===== src/rtl/uart_rx_control.sv =====
// Reassembles two received UART bytes (low first) into a 16-bit word with an inter-byte timeout.
// Define RX_TIMEOUT_EN to build the timeout counter and TIMEOUT state; otherwise GOT_LOW waits forever.
module uart_rx_control #(
    parameter int TIMEOUT_CYCLES = 2000000
) (
    input  logic        clock,
    input  logic        reset,
    input  logic [7:0]  rx_data,
    input  logic        rx_ready,
    output logic [15:0] data_out,
    output logic        data_valid,
    output logic        timeout_err,
    output logic [7:0]  word_count,
    output logic [1:0]  stateID
);

    typedef enum logic [1:0] {
        IDLE    = 2'd0,
        GOT_LOW = 2'd1,
        DONE    = 2'd2,
        TIMEOUT = 2'd3
    } state_t;

    if (TIMEOUT_CYCLES < 2) begin : g_bad_timeout
        $error("uart_rx_control: TIMEOUT_CYCLES must be >= 2");
    end

    state_t     state;
    state_t     state_next;
    logic [7:0] low_byte;
    logic       capture_low;
    logic       complete_word;

`ifdef RX_TIMEOUT_EN
    localparam int TMO_W = $clog2(TIMEOUT_CYCLES + 1);

    logic [TMO_W-1:0] tmo_cnt;
    logic             expire;
    logic             timeout_flag;
`endif

    always_comb begin
        state_next    = state;
        capture_low   = 1'b0;
        complete_word = 1'b0;
`ifdef RX_TIMEOUT_EN
        expire        = 1'b0;
`endif
        case (state)
            IDLE: begin
                if (rx_ready) begin
                    capture_low = 1'b1;
                    state_next  = GOT_LOW;
                end
            end
            GOT_LOW: begin
                // A high byte arriving on the expiry cycle still completes the word.
                if (rx_ready) begin
                    complete_word = 1'b1;
                    state_next    = DONE;
                end
`ifdef RX_TIMEOUT_EN
                else if (tmo_cnt == TMO_W'(TIMEOUT_CYCLES - 1)) begin
                    expire     = 1'b1;
                    state_next = TIMEOUT;
                end
`endif
            end
            DONE, TIMEOUT: begin
                if (rx_ready) begin
                    capture_low = 1'b1;
                    state_next  = GOT_LOW;
                end else begin
                    state_next = IDLE;
                end
            end
            default: state_next = IDLE;
        endcase
    end

    always_ff @(posedge clock or posedge reset) begin
        if (reset) begin
            state <= IDLE;
        end else begin
            state <= state_next;
        end
    end

    always_ff @(posedge clock or posedge reset) begin
        if (reset) begin
            low_byte   <= 8'h00;
            data_out   <= 16'h0000;
            data_valid <= 1'b0;
            word_count <= 8'h00;
        end else begin
            data_valid <= complete_word;
            if (capture_low) begin
                low_byte <= rx_data;
            end
            if (complete_word) begin
                data_out   <= {rx_data, low_byte};
                word_count <= word_count + 8'd1;
            end
        end
    end

`ifdef RX_TIMEOUT_EN
    // Cleared on every GOT_LOW entry, so the count tops out at TIMEOUT_CYCLES and never wraps.
    always_ff @(posedge clock or posedge reset) begin
        if (reset) begin
            tmo_cnt      <= '0;
            timeout_flag <= 1'b0;
        end else begin
            if (capture_low) begin
                tmo_cnt <= '0;
            end else if (state == GOT_LOW) begin
                tmo_cnt <= tmo_cnt + TMO_W'(1);
            end
            if (complete_word) begin
                timeout_flag <= 1'b0;
            end else if (expire) begin
                timeout_flag <= 1'b1;
            end
        end
    end

    assign timeout_err = timeout_flag;
`else
    assign timeout_err = 1'b0;
`endif

    assign stateID = state;

endmodule

===== config.mk =====
export PLATFORM = sky130hd
export DESIGN_NAME = uart_rx_control
export DESIGN_NICKNAME = d
export VERILOG_FILES = /design/src/rtl/uart_rx_control.sv
export SDC_FILE = /design/constraint.sdc
export NUM_CORES = 1
export LEC_CHECK = 0
export BUFFER_PORTS_ARGS = -buffer_cell sky130_fd_sc_hd__buf_2
export CORE_UTILIZATION = 45
export CTS_CLUSTER_DIAMETER = 40
export DETAILED_ROUTE_END_ITERATION = 7
export MAX_ROUTING_LAYER = met4
export PLACE_DENSITY = 0.84
export SETUP_SLACK_MARGIN = 0.15
export SYNTH_ARGS = -nofsm -noshare
export SYNTH_HDL_FRONTEND = slang
export SYNTH_SLANG_ARGS = --single-unit

===== constraint.sdc =====
create_clock -name clock -period 1.17 [get_ports clock]
set_input_delay 0.117 -clock clock [delete_from_list [all_inputs] [get_ports clock]]
set_output_delay 0.117 -clock clock [all_outputs]
set_load 0.05 [all_outputs]

# Yosys cells after proc, flatten, opt, wreduce, memory -nomap -nowiden
# Cells that the tools add are included.
# word_totals
ff_bits	35
input_bits	11
output_inout_bits	28
elab_cells	22
# classes
n_addsub	1
eq_ne	5
n_mux	7
reduce_logical	4
# ops
op	n
adder 8 x 1 -> 8 bit, second input constant	1
case mux 2 bit (3 select lines)	1
equality test 2 bit, second input constant	2
two-way mux 1 bit	4
two-way mux 2 bit	2
inequality test 2 bit, second input constant	2
OR reduction 3 bit	1
equality test 2 x 1 -> 1 bit, second input constant	1
logical NOT 2 bit	1
AND reduction 2 bit	1
OR reduction 2 bit	1

# Depth between registers and ports, before layout
# logic_depth
depth_word	3
mapped_depth	5
mapped_depth_nobuf	4

# Worst setup path before layout
# OpenSTA, ideal clock, no wires.
# synth_timing
kind	register to register
from	register state[1] (netlist: stateID[1])
to	register low_byte[0]
arrival_ns	1.363
required_time_ns	1.045
setup_slack_ns	-0.317
path_stages_with_launch	4
period_less_slack_ns	1.487
cell_sequence	dfrtp_1 -> nand2b_2 -> nand2_2 -> mux2_2
# synth_via
elab_chain_cells	3
elab_cells_between_ends	5
cone_classes	eq/ne: 2; mux: 1; reduce/logical: 2
# synth_rtl
item	line	text
start, declared	28	state_t state;
start signal, assigned	85	state <= state_next;
equality test 2 bit / logical NOT 2 bit (equally long branches)	49	case (state)
OR reduction 3 bit (no line) *	-	
two-way mux 1 bit *	-	
end signal, assigned	98	low_byte <= rx_data;
end, declared	30	logic [7:0] low_byte;
# Every way passes the cells marked *; elsewhere a longest branch is shown, timed or not.
# A chain may end at the register's enable or synchronous reset.

# Worst setup path after layout
# layout_timing
from	register state[1] (netlist: stateID[1])
to	register word_count[6]
# layout_via
elab_chain_cells	2
# layout_rtl
item	line	text
equality test 2 x 1 -> 1 bit	49	
two-way mux 1 bit	49	
end signal, assigned	102	word_count <= word_count + 8'd1;
end, declared	13	output logic [7:0] word_count,
# No other way between the ends.

==> run_results.csv <==
group,metric,value,unit
status,status,"complete, but fails checks",
status,failed_checks,"design-rule violations, negative setup slack",
cells_and_area,diodes,0,
synthesis,syn_avg_cell_area,10.9,µm²
drt,num_vias,1132,
critical_path,start_kind,"register",
hold_path,hold_path.startpoint,"rx_ready",
clock_network,cts-buffers-inserted,5,
cells_and_area,final_nets,213,
floorplanning,core,0.00281,mm²
grt,grt_max_degree,36,
drt,drt_pre_antenna_iters,6,
cells_and_area,final_cell_mix,"nand2_1 (53), dfrtp_1 (26), buf_6 (26)",
timing,fin_ws,-37.0,ps
hold_path,hold_depth,2,
clock_network,clk_pin_slew,110,ps
synthesis,ys_ff_latch,35,
timing,hold_viol_final,0,
placement,dp_slack,35.1,ps
critical_path,crit_buf_inv,1,
clock_network,max-clock-path-buffers,2,
drt,ant_nets,0,
cells_and_area,final_common_cell,"nand2_1",
critical_path,rr_worst_depth,4,
synthesis,syn_area,0.00136,mm²
synthesis,synth.net_count,137,
synthesis,ys_async_sr_fraction,100,%
floorplanning,die_x,57.1,µm
critical_path,worst_path_largest_cell_delay,420,ps
power,p_per_area,3040,mW/mm²
timing,hold_ws,83.9,ps
drt,drc,4,
clock_network,root_buffer,"clkbuf_4",
critical_path,crit-reg2reg-launch,"stateID[1]",
cells_and_area,syn_to_final_growth,61.7,%
drt,wl,3260,µm
synthesis,synth_top_family_by_area,"simple AND/OR/NAND/NOR gates",
timing,finalCritPeriodShare,103,%
floorplanning,pin_count,39,
synthesis,synth_compound_area_share,0,%
critical_path,cp.arrival,1430,ps
synthesis,synthAdderAreaFrac,0.917,%
placement,gp_congestion,0.783,
critical_path,r2r_end,"word_count[6]",
clock_network,cts_tree,"yes",
floorplanning,die-area,0.00325,mm²
critical_path,critical_path.max_fanout,5,
floorplanning,die_h,57.1,µm
drt,viasPerCell,4.86,
cells_and_area,utilization,78.6,%
critical_path,cp.required,1390,ps
critical_path,crit_type,"register to register",
synthesis,muxShareOfSynthArea,6.61,%
synthesis,ys_seq_area_share,64.2,%
critical_path,crit_path_end_kind,"register",
timing,fmaxAchievable,0.828,GHz
timing,fin_skew,15.6,ps
timing,setup_viol_count_final,2,
grt,grt-ovfl-total,0,
timing,layout_min_cycle_time,1210,ps
placement,hpwl,1810,µm
synthesis,synth_simple_gate_area_share,19.5,%
floorplanning,rows,19,
critical_path,path_delay_family,"flip-flops",
clock_network,cts-htree-levels,2,
critical_path,reg2reg_slack,-40,ps
synthesis,netlist_instances,125,
timing,finalMaxSlewViolations,0,
placement,port_buffers,37,
synthesis,synth-edff-count,0,
synthesis,synth-xor-area-share,5.14,%
synthesis,yosysWarnings,0,
clock_network,cts.sinks,35,
job,maxCapViolCount,0,
synthesis,synth-main-ff-cell,"dfrtp_1",
power,power_leakage,1.18,nW
clock_network,clk_latency,340,ps
cells_and_area,fill_cells,177,
grt,antenna_found_initial,0,
grt,grt_pass1_wl,5220,µm
critical_path,cp_slowest_cell,"dfrtp_2",
drt,drt_iter0_markers,35,
grt,grt_use_total,22.5,%
power,power,6.70,mW
drt,wl_per_cell,14.0,µm
grt,first_global_vias,1170,
cells_and_area,drive_gt1_share,46.5,%
hold_path,hold_class,"input port to register",
critical_path,path_cells,"nand3b_1 -> inv_2 -> nand4_1 -> xnor2_1",
floorplanning,start_util,48.6,%
timing,rsz0062_at_grt,"true",
power,irDropWorstVdd,2.03,mV
synthesis,ys_types,19,
hold_path,holdPathEnd,"stateID[0]",
worst reg2reg max path, delay by kind of cell (launching register included):
family        cells  cell delay, ps
buf+inv           1             150
xor+xnor          1             160
flops             1             420
simple gates      2             360
through the flow:
step	instance area, µm²	std cells	setup TNS, ps
2_1_floorplan	1430	125	-1990
3_3_place_gp	1670	194	0
3_5_place_dp	1670	194	0
4_1_cts	2070	224	0
5_1_grt	2200	233	-1450
6_report	2200	233	-70.5
routing by layer:
| layer | global-route usage [%] | up-vias | routed length (µm) |
|---|---|---|---|
| met5 | - | - | 0 |
| met4 | 8.71 | 0 | 74 |
| met3 | 6.35 | 9 | 154 |
| met2 | 38.8 | 34 | 1770 |
| met1 | 24.5 | 547 | 1270 |
| li1 | - | 542 | - |
registers in the layout, indices dropped and copies added, names as in the netlist:
name,flops
data_out,16
low_byte,8
word_count,8
stateID,2
data_valid,1
cell families (layout without fill, tap and decap cells):
logic type / count (synthesis) / after routing
flip-flops: 35 / 35
other: 1 / 1
XOR/XNOR: 8 / 8
buffers and inverters: 8 / 85
multiplexers: 8 / 8
AND/OR/NAND/NOR: 64 / 64
adder cells (fa/ha/maj): 1 / 1
synthesized netlist by cell type (2+ instances only):
library cell	instances	share of area (%)
nand2_1	53	15
buf_2	3	1.1
nor3_1	2	0.73
nand4_1	4	1.8
mux2_2	8	6.6
xnor2_1	5	3.2
dfrtp_1	35	64
xor2_1	3	1.9
inv_1	2	0.55
area by class of cell:
type	count	area, µm²	share of cell area (%)
Timing Repair Buffer	74	696	31.6
Sequential cell	35	887	40.2
Multi-Input combinational cell	82	522	23.7
Tap cell	31	38.8	1.76
Inverter	3	11.3	0.511
Clock buffer	7	45.0	2.04
Clock inverter	1	5.00	0.227
where the power goes:
group	switching (mW)	internal (mW)	total, mW	leakage (nW)
registers	0.423	1.75	2.18	0.423
clock network	0.384	0.234	0.619	0.0293
logic	2.24	1.67	3.91	0.724
total	3.04	3.66	6.70	1.18
timing repair:
item                                    in CTS  in global routing
hold buffers                                 9                  0
endpoints found under the setup margin      60                 61
pin swaps                                    8                  7
hold endpoints to repair                    43                  0
cloned                                       0                  0
gates resized for setup                     54                 17
buffers inserted                            13                  9
how the worst max path moves through the flow:
stage	from	endpoint	slack, ps	cells past startpoint
2_1_floorplan	stateID[1]	word_count[4]	-130	5
3_5_place_dp	stateID[1]	low_byte[0]	40	3
5_1_grt	stateID[1]	word_count[4]	-120	4
6_report	stateID[1]	word_count[6]	-40	4
4_1_cts	stateID[1]	low_byte[5]	30	3
3_3_place_gp	stateID[1]	low_byte[0]	60	3
Note: power is estimated with default switching activity, not from simulation.
